`config.mk`:
```
export PLATFORM = sky130hd
export DESIGN_NAME = hs32_mem_arbiter_flat
export DESIGN_NICKNAME = d
export VERILOG_FILES = /design/src/rtl/hs32_mem_arbiter_pkg.sv /design/src/rtl/hs32_mem_arbiter_if.sv /design/src/rtl/hs32_mem_arbiter.sv /design/src/flat_wrapper.sv
export SDC_FILE = /design/constraint.sdc
export NUM_CORES = 1
export LEC_CHECK = 0
export BUFFER_PORTS_ARGS = -buffer_cell sky130_fd_sc_hd__buf_2
export CAP_MARGIN = 10
export CORE_ASPECT_RATIO = 0.7
export CORE_MARGIN = 3
export CORE_UTILIZATION = 45
export CTS_BUF_LIST = sky130_fd_sc_hd__clkbuf_4
export CTS_CLUSTER_DIAMETER = 100
export CTS_CLUSTER_SIZE = 30
export DETAILED_ROUTE_END_ITERATION = 12
export HOLD_SLACK_MARGIN = 0.06
export PLACE_DENSITY = 0.85
export SLEW_MARGIN = 5
export SYNTH_ARGS = -nofsm -noshare
export SYNTH_HDL_FRONTEND = slang
export SYNTH_SLANG_ARGS = --single-unit
```
`constraint.sdc`:
```
create_clock -name clk -period 3.9 [get_ports clk]
set_input_delay 0.975 -clock clk [delete_from_list [all_inputs] [get_ports clk]]
set_output_delay 0.975 -clock clk [all_outputs]
set_load 0.02 [all_outputs]
```
`src/rtl/hs32_mem_arbiter_pkg.sv`:
```
`default_nettype none
// ----------------------------------------------------------------------------
// hs32_mem_arbiter_pkg : state and grant encodings for the memory arbiter
// Rev 1.0
// ----------------------------------------------------------------------------
package hs32_mem_arbiter_pkg;

  typedef enum logic [1:0] {
    ST_IDLE = 2'd0,
    ST_GF   = 2'd1,
    ST_GX   = 2'd2
  } state_t;

  localparam logic [1:0] c_GNT_NONE  = 2'b00;
  localparam logic [1:0] c_GNT_FETCH = 2'b01;
  localparam logic [1:0] c_GNT_EXEC  = 2'b10;

  // Bits needed to hold 0..max_val; never less than one bit.
  function automatic int cnt_width(input int max_val);
    return (max_val < 1) ? 1 : $clog2(max_val + 1);
  endfunction

endpackage
`default_nettype wire

```
`src/rtl/hs32_mem_arbiter_if.sv`:
```
`default_nettype none
// ----------------------------------------------------------------------------
// hs32_mem_arbiter_if : requester and memory-side signals of the arbiter
// Rev 1.0
// ----------------------------------------------------------------------------
interface hs32_mem_arbiter_if;

  logic        f_req;
  logic [31:0] f_addr;
  logic        f_rdy;
  logic        x_req;
  logic        x_rw;
  logic [31:0] x_addr;
  logic [31:0] x_dtw;
  logic        x_rdy;
  logic [31:0] dtr;
  logic        err;
  logic [1:0]  gnt;
  logic        m_req;
  logic        m_rw;
  logic [31:0] m_addr;
  logic [31:0] m_dtw;
  logic [31:0] m_dtr;
  logic        m_rdy;

  modport master (
    input  f_req, f_addr, x_req, x_rw, x_addr, x_dtw, m_dtr, m_rdy,
    output f_rdy, x_rdy, dtr, err, gnt, m_req, m_rw, m_addr, m_dtw
  );

  modport slave (
    output f_req, f_addr, x_req, x_rw, x_addr, x_dtw, m_dtr, m_rdy,
    input  f_rdy, x_rdy, dtr, err, gnt, m_req, m_rw, m_addr, m_dtw
  );

endinterface
`default_nettype wire

```
`src/rtl/hs32_mem_arbiter.sv`:
```
`default_nettype none
// ----------------------------------------------------------------------------
// hs32_mem_arbiter : shares the memory bus between fetch and execute, exec
// priority with a starvation guard for fetch and an optional bus watchdog.
// Rev 1.0
// ----------------------------------------------------------------------------
module hs32_mem_arbiter
  import hs32_mem_arbiter_pkg::*;
#(
  parameter int STARVE_MAX = 4,
  parameter int TIMEOUT    = 255
) (
  input  wire logic          clk,
  input  wire logic          reset,
  hs32_mem_arbiter_if.master bus
);

  localparam int              c_SW         = cnt_width(STARVE_MAX);
  localparam int              c_WW         = cnt_width(TIMEOUT);
  localparam logic [c_SW-1:0] c_STARVE_MAX = c_SW'(STARVE_MAX);
  localparam logic [c_WW-1:0] c_WDOG_LAST  = (TIMEOUT == 0) ? '0 : c_WW'(TIMEOUT - 1);
  localparam logic            c_WDOG_EN    = (TIMEOUT != 0);

  state_t          r_state,  w_state;
  logic            r_m_req,  w_m_req;
  logic            r_m_rw,   w_m_rw;
  logic [31:0]     r_m_addr, w_m_addr;
  logic [31:0]     r_m_dtw,  w_m_dtw;
  logic [1:0]      r_gnt,    w_gnt;
  logic [c_SW-1:0] r_starve, w_starve;
  logic [c_WW-1:0] r_wdog,   w_wdog;

  logic w_owned;
  logic w_done;
  logic w_timeout;
  logic w_finish;
  logic w_pick_fetch;

  assign w_owned      = (r_state != ST_IDLE);
  assign w_done       = w_owned && r_m_req && bus.m_rdy;
  // A memory response in the last watchdog cycle takes precedence over the abort.
  assign w_timeout    = c_WDOG_EN && w_owned && !w_done && (r_wdog == c_WDOG_LAST);
  assign w_finish     = w_done || w_timeout;
  assign w_pick_fetch = bus.f_req && (!bus.x_req || (r_starve == c_STARVE_MAX));

  always_ff @(posedge clk or posedge reset) begin
    if (reset) begin
      r_state  <= ST_IDLE;
      r_m_req  <= 1'b0;
      r_m_rw   <= 1'b0;
      r_m_addr <= '0;
      r_m_dtw  <= '0;
      r_gnt    <= c_GNT_NONE;
      r_starve <= '0;
      r_wdog   <= '0;
    end else begin
      r_state  <= w_state;
      r_m_req  <= w_m_req;
      r_m_rw   <= w_m_rw;
      r_m_addr <= w_m_addr;
      r_m_dtw  <= w_m_dtw;
      r_gnt    <= w_gnt;
      r_starve <= w_starve;
      r_wdog   <= w_wdog;
    end
  end

  always_comb begin
    w_state  = r_state;
    w_m_req  = r_m_req;
    w_m_rw   = r_m_rw;
    w_m_addr = r_m_addr;
    w_m_dtw  = r_m_dtw;
    w_gnt    = r_gnt;
    w_starve = r_starve;
    w_wdog   = r_wdog;

    case (r_state)
      ST_IDLE: begin
        w_wdog = '0;
        if (!bus.f_req) begin
          w_starve = '0;
        end
        if (bus.f_req || bus.x_req) begin
          w_m_req = 1'b1;
          if (w_pick_fetch) begin
            w_state  = ST_GF;
            w_gnt    = c_GNT_FETCH;
            w_m_addr = bus.f_addr;
            w_m_rw   = 1'b0;
            w_m_dtw  = '0;
            w_starve = '0;
          end else begin
            w_state  = ST_GX;
            w_gnt    = c_GNT_EXEC;
            w_m_addr = bus.x_addr;
            w_m_rw   = bus.x_rw;
            w_m_dtw  = bus.x_dtw;
            if (bus.f_req && (r_starve != c_STARVE_MAX)) begin
              w_starve = r_starve + 1'b1;
            end
          end
        end
      end
      ST_GF, ST_GX: begin
        if (w_finish) begin
          w_state = ST_IDLE;
          w_m_req = 1'b0;
          w_gnt   = c_GNT_NONE;
          w_wdog  = '0;
        end else begin
          w_wdog  = r_wdog + 1'b1;
        end
      end
      default: begin
        w_state = ST_IDLE;
        w_m_req = 1'b0;
        w_gnt   = c_GNT_NONE;
        w_wdog  = '0;
      end
    endcase
  end

  assign bus.f_rdy  = (r_state == ST_GF) && w_finish;
  assign bus.x_rdy  = (r_state == ST_GX) && w_finish;
  assign bus.err    = w_timeout;
  assign bus.dtr    = w_timeout ? 32'd0 : bus.m_dtr;
  assign bus.gnt    = r_gnt;
  assign bus.m_req  = r_m_req;
  assign bus.m_rw   = r_m_rw;
  assign bus.m_addr = r_m_addr;
  assign bus.m_dtw  = r_m_dtw;

`ifdef FORMAL
  // A requester must hold its request until served; the grant is never revoked.
  always_ff @(posedge clk) begin
    if (!reset) begin
      assert (!(bus.f_rdy && bus.x_rdy));
      if (bus.f_rdy) assert (r_state == ST_GF);
      if (bus.x_rdy) assert (r_state == ST_GX);
      if (r_state == ST_GF) assert (bus.f_req);
      if (r_state == ST_GX) assert (bus.x_req);
      if (r_m_req && !w_finish) assert (w_m_addr == r_m_addr && w_m_dtw == r_m_dtw && w_m_rw == r_m_rw);
    end
  end
`endif

endmodule
`default_nettype wire

```
`src/flat_wrapper.sv`:
```
// flat-port wrapper written by rule: the top's interface ports become plain ports
module hs32_mem_arbiter_flat import hs32_mem_arbiter_pkg::*;
#(
  parameter int STARVE_MAX = 4,
  parameter int TIMEOUT    = 255
)
  (clk, reset, bus_f_req, bus_f_addr, bus_x_req, bus_x_rw, bus_x_addr, bus_x_dtw, bus_m_dtr, bus_m_rdy, bus_f_rdy, bus_x_rdy, bus_dtr, bus_err, bus_gnt, bus_m_req, bus_m_rw, bus_m_addr, bus_m_dtw);
  hs32_mem_arbiter_if bus_i ();
  input  wire logic clk;
  input  wire logic reset;
  input wire logic [$bits(bus_i.f_req)-1:0] bus_f_req;
  input wire logic [$bits(bus_i.f_addr)-1:0] bus_f_addr;
  input wire logic [$bits(bus_i.x_req)-1:0] bus_x_req;
  input wire logic [$bits(bus_i.x_rw)-1:0] bus_x_rw;
  input wire logic [$bits(bus_i.x_addr)-1:0] bus_x_addr;
  input wire logic [$bits(bus_i.x_dtw)-1:0] bus_x_dtw;
  input wire logic [$bits(bus_i.m_dtr)-1:0] bus_m_dtr;
  input wire logic [$bits(bus_i.m_rdy)-1:0] bus_m_rdy;
  output wire logic [$bits(bus_i.f_rdy)-1:0] bus_f_rdy;
  output wire logic [$bits(bus_i.x_rdy)-1:0] bus_x_rdy;
  output wire logic [$bits(bus_i.dtr)-1:0] bus_dtr;
  output wire logic [$bits(bus_i.err)-1:0] bus_err;
  output wire logic [$bits(bus_i.gnt)-1:0] bus_gnt;
  output wire logic [$bits(bus_i.m_req)-1:0] bus_m_req;
  output wire logic [$bits(bus_i.m_rw)-1:0] bus_m_rw;
  output wire logic [$bits(bus_i.m_addr)-1:0] bus_m_addr;
  output wire logic [$bits(bus_i.m_dtw)-1:0] bus_m_dtw;
  assign bus_i.f_req = bus_f_req;
  assign bus_i.f_addr = bus_f_addr;
  assign bus_i.x_req = bus_x_req;
  assign bus_i.x_rw = bus_x_rw;
  assign bus_i.x_addr = bus_x_addr;
  assign bus_i.x_dtw = bus_x_dtw;
  assign bus_i.m_dtr = bus_m_dtr;
  assign bus_i.m_rdy = bus_m_rdy;
  assign bus_f_rdy = bus_i.f_rdy;
  assign bus_x_rdy = bus_i.x_rdy;
  assign bus_dtr = bus_i.dtr;
  assign bus_err = bus_i.err;
  assign bus_gnt = bus_i.gnt;
  assign bus_m_req = bus_i.m_req;
  assign bus_m_rw = bus_i.m_rw;
  assign bus_m_addr = bus_i.m_addr;
  assign bus_m_dtw = bus_i.m_dtw;
  hs32_mem_arbiter #(.STARVE_MAX(STARVE_MAX), .TIMEOUT(TIMEOUT)) u_core (.clk(clk), .reset(reset), .bus(bus_i));
endmodule
```
# Word level (Yosys, flattened, before mapping)
# Index checks and enable logic that the tools add are counted.
[classes]
add_sub_neg = 2
reduce_logical = 18
mux = 17
eq_ne = 7
[ops]
columns = ["operator", "count"]
rows = [
  ["$mux 32", 3],
  ["$mux 8", 2],
  ["$mux 3", 4],
  ["$add 8x1->8 const B", 1],
  ["$eq 8x8->1 const B", 1],
  ["$logic_and 1x1->1", 8],
  ["$mux 2", 3],
  ["$ne 2x1->1 const B", 2],
  ["$pmux 2 s2", 1],
  ["$reduce_and 2->1", 2],
  ["$add 3x1->3 const B", 1],
  ["$eq 3x3->1 const B", 1],
  ["$logic_or 1x1->1", 3],
  ["$mux 1", 3],
  ["$ne 3x3->1 const B", 1],
  ["$eq 2x1->1 const B", 1],
  ["$eq 2x2->1 const B", 1],
  ["$logic_not 1->1", 2],
  ["$logic_not 2->1", 1],
  ["$pmux 1 s2", 1],
  ["$reduce_bool 2->1", 1],
  ["$reduce_or 2->1", 1],
]
[totals]
input_bits = 134
ff_bits = 79
elab_cells = 51

# Logic depth before layout (Yosys ltp)
[logic_depth]
depth_word = 9
depth_mapped = 8
mapped_depth_nobuf = 5

# Least setup slack after synthesis
# OpenSTA, ideal clock, no wires.
[synth_timing]
path_kind = "reg2out"
from = "register u_core.r_state[0]"
to = "output port bus_f_rdy"
required_ns = 2.925
n_path_buf = 1
path_stages_with_launch = 7
path_slack_ns = 0.861
arrival_ns = 2.064
cell_sequence = "dfrtp_1 -> inv_1 -> ha_1 -> and4b_4 -> nand3b_1 -> clkbuf_1 -> a21boi_0"
[synth_via]
elab_chain_len = 8
elab_cells_between_ends = 9
cone_classes = "eq/ne (1); reduce/logical (8)"
[synth_rtl]
columns = ["item", "line_no", "text"]
rows = [
  ["start: declaration", "hs32_mem_arbiter.sv:24", "state_t r_state, w_state;"],
  ["start signal: assignment", "hs32_mem_arbiter.sv:57", "r_state <= w_state;"],
  ["$reduce_bool 2->1", "hs32_mem_arbiter.sv:39", "assign w_owned = (r_state != ST_IDLE);"],
  ["$logic_and 1x1->1 (2 in a row)", "hs32_mem_arbiter.sv:40", "assign w_done = w_owned && r_m_req && bus.m_rdy;"],
  ["$logic_not 1->1", "hs32_mem_arbiter.sv:42", "assign w_timeout = c_WDOG_EN && w_owned && !w_done && (r_wdog == c_WDOG_LAST);"],
  ["$logic_and 1x1->1 (2 in a row)", "hs32_mem_arbiter.sv:42", ""],
  ["$logic_or 1x1->1", "hs32_mem_arbiter.sv:43", "assign w_finish = w_done || w_timeout;"],
  ["$logic_and 1x1->1 *", "hs32_mem_arbiter.sv:124", "assign bus.f_rdy = (r_state == ST_GF) && w_finish;"],
  ["end: declaration", "flat_wrapper.sv:19", "output wire logic [$bits(bus_i.f_rdy)-1:0] bus_f_rdy;"],
]
# Every way passes the cells marked *; elsewhere a longest branch is shown, timed or not.

# Worst setup path in the final report
# Ends and elaborated chain as after synthesis.

==> impl_metrics.tcl <==
set metrics [dict create \
    outcome "complete, no violations" \
    area.growth.synth_to_final_pct 33.8 \
    power_density_nw_per_um2 702 \
    worst_pin_slew_ns 1.03 \
    clk_pin_slew_worst_paths_ns 0.12 \
    detail_route.first_pass.iterations 5 \
    p_switching_mw 1.75 \
    place.port_buffers 236 \
    critPathRequiredTime_ns 2.92 \
    grt_pass1_vias 4010 \
    gpl.final_weighted_congestion 0.839 \
    synth_seq_area_share 0.483 \
    final-setup-viol-count 0 \
    dr_total_vias 4159 \
    yosys.cell_count.top_type "sky130_fd_sc_hd__nand2_1" \
    worstReg2RegStart "u_core.r_state[0]" \
    critical_path.max_fanout 18 \
    worst_r2r_path_depth 7 \
    cts.repair.resized 0 \
    flip_flop_and_latch_count_after_synthesis 79 \
    antenna-diode-count 0 \
    async_reset_ff_frac 1.00 \
    total_cts_buffers 9 \
    timing.critical_path.to_type "primary output" \
    fp.dieW_um 120 \
    synth_largest_type_area_fraction 0.483 \
    design.die.area_um2 10300 \
    cts-root-to-sink-buffers 2 \
    leakage_nw 2.84 \
    netlist_top_cells_count "sky130_fd_sc_hd__nand2_1, sky130_fd_sc_hd__dfrtp_1, sky130_fd_sc_hd__and2_1, sky130_fd_sc_hd__nand4_1, sky130_fd_sc_hd__o211ai_2" \
    cts-hold-fix-buffers 0 \
    critical_path.n_buffers_inverters 2 \
    totalWireLength_um 12600 \
    cts_num_sinks 79 \
    number_of_nets_in_the_synthesized_netlist 587 \
    grt_start_max_net_pins 66 \
    worstReg2RegEnd "u_core.bus.m_addr[14]" \
    globalRouteTotalUtil 0.236 \
    sequentialPowerShare 0.355 \
    worstPathArrival_ns 2.48 \
    grt_overflow 0 \
    grt_first_pass_wirelength_um 19700 \
    detail-route-antenna-nets 0 \
    worst_hold_path_cell_count 2 \
    timing.critical_path.slowest_cell_delay_ns 0.42 \
    cp_num_cells 6 \
    worstPathCellList "inv_1 -> ha_1 -> and4b_4 -> nand3b_1 -> a21boi_0 -> buf_2" \
    synth-main-ff-cell "sky130_fd_sc_hd__dfrtp_1" \
    design.core.area_um2 8650 \
    worst_path_max_delay_cell "sky130_fd_sc_hd__dfrtp_1" \
    slew_viol_final 0 \
    worst_slew_slack_as_a_fraction_of_its_limit 0.314 \
    launching_element_type_of_the_critical_path "register" \
    finalNetCount 804 \
    clockPowerShare 0.146 \
    synth_area_per_cell_um2 9.17 \
    hold_violations 0 \
    post-dp-hpwl_um 9170 \
    first_iter_violations 259 \
    floorplan.die.height_um 85.8 \
    internal-power_mw 2.08 \
    final_min_period_over_clock_period 0.886 \
    postLayoutCoreUtil 0.632 \
    synth.lib_cells_used.distinct 42 \
    post-route-drc-count 0 \
    worst_ir_drop_vdd_mv 0.333 \
    h_tree_levels 3 \
    netlist_area_um2 4090 \
    vias_per_inst 5.28 \
    start_util 0.473 \
    cts_tree "done" \
    post-synth-top-area-cell "sky130_fd_sc_hd__dfrtp_1" \
    number_of_enable_type_register_cells_in_the_synthesized_netlist 0 \
    worstSetupPathType "reg2out" \
    final.min_clock_period_ns 3.46 \
    hold_path_startpoint "u_core.bus.m_dtw[8]" \
    number_of_rows_created_at_floorplan 28 \
    timing.hold.worst.class "reg2reg" \
    synth_area_leaders "sky130_fd_sc_hd__dfrtp_1, sky130_fd_sc_hd__nand2_1, sky130_fd_sc_hd__o211ai_2" \
    yosysWarnings 0 \
    hold-path-endpoint "u_core.bus.m_dtw[8]" \
    netlist_instances 446 \
    fin_skew_ns 0.0143 \
    layout_cell_share_with_drive_strength_beyond_1 0.439 \
    antenna_violations_before_repair 0 \
    power_frac_comb 0.499 \
    setup_total_negative_slack_ns 0 \
    wire_length_per_cell_um 16.0 \
    setup_repair_after_global_routing_missed_its_margin "false" \
    max_freq_mhz 289 \
    r2r_setup_slack_ns 1.35 \
    power_switching_share 0.457 \
    cts.root.buffer_cell "sky130_fd_sc_hd__clkbuf_4" \
    max_cap_viol_count 0 \
    worst_path_dominant_cell_family "simple AND/OR/NAND/NOR gates" \
    clk_latency_ns 0.42 \
    top_level_ports 237 \
]
==> registers in the layout (all words and copies together) (netlist names) <==
| name | count |
|---|---|
| u_core.bus.m_dtw | 32 |
| u_core.r_state | 2 |
| u_core.bus.m_req | 1 |
| u_core.bus.m_rw | 1 |
| u_core.bus.m_addr | 32 |
| u_core.r_wdog | 8 |
| u_core.r_starve | 3 |
==> power by group through the flow <==
| stage | combinational [mW] | clock, mW | sequential, mW |
|---|---|---|---|
| 2_1_floorplan | 0.855 | 0 | 1.77 |
| 3_3_place_gp | 1.87 | 0 | 1.35 |
| 3_5_place_dp | 1.93 | 0 | 1.37 |
| 4_1_cts | 1.92 | 0.580 | 1.36 |
| 5_1_grt | 2.07 | 0.616 | 1.40 |
| 6_report | 1.92 | 0.560 | 1.36 |
==> per-layer routing <==
layer	GRT usage	share of wire	routed length, um	vias up
met5	0	0	0	-
met4	0.0551	0.010	129	0
met3	0.0567	0.082	1040	13
met2	0.401	0.48	6090	198
met1	0.310	0.42	5360	1990
li1	-	-	-	1958
==> worst max-delay path by stage <==
stage	endpoint	slack (ns)	from
final	bus_f_rdy	0.44	u_core.r_state[0]
after global routing	bus_x_rdy	0.29	u_core.r_state[0]
after CTS	bus_x_rdy	0.22	u_core.r_state[0]
after detailed placement	bus_dtr[15]	0.43	bus_m_rdy
after global placement	bus_dtr[14]	0.59	bus_m_rdy
after floorplan	bus_f_rdy	0.86	u_core.r_state[0]
==> tightest hold or removal path, cell delays in order (launching register included) <==
cell	delay, ns
sky130_fd_sc_hd__dfrtp_1	0.36
sky130_fd_sc_hd__nand2_1	0.05
sky130_fd_sc_hd__o21ai_1	0.06
==> cell families after synthesis <==
kind of cell / Yosys count / share of synthesized area
xor gates and xnor gates: 2 / 0.00428
buffers and inverters: 46 / 0.0560
DFF: 79 / 0.483
adders and majority gates: 7 / 0.0214
and+or+nand+nor: 221 / 0.256
AOI/OAI and AO/OA: 91 / 0.178
==> repair_timing <==
action / in CTS / in global routing
endpoints found under the hold margin: 0 / 0
setup endpoints to repair: 0 / 34
buffers inserted: 0 / 0
==> area by class of cell <==
class                           instances  area (um2)
Clock buffer                           11        82.6
Clock inverter                          5        82.6
Fill cell                             737        3180
Inverter                                9        35.0
Multi-Input combinational cell        322        1900
Sequential cell                        79        1980
Tap cell                              120         150
Timing Repair Buffer                  242        1240
==> cells in the final DEF (no fill, tap or decap), drive strengths merged, types with 7 or more instances in the layout <==
master  synthesis  routed
and2           34      34
buf            13     242
clkbuf         24      11
dfrtp          79      79
ha              7       7
inv             9       8
nand2         136     136
nand4          32      32
o211ai         33      33
o21ai          38      38
==> metrics by stage <==
step                      std cells  hold WS [ns]  setup WS [ns]  total power, mW  instance area (um2)
final                           788         0.498          0.443             3.84                 5470
after global placement          771         0.458          0.591             3.22                 5300
after CTS                       787         0.498          0.222             3.86                 5460
after global routing            788         0.521          0.294             4.09                 5470
after floorplan                 446         0.473          0.861             2.62                 4090
after detailed placement        771         0.470          0.432             3.29                 5300
Power figures use the tool's default switching activity.
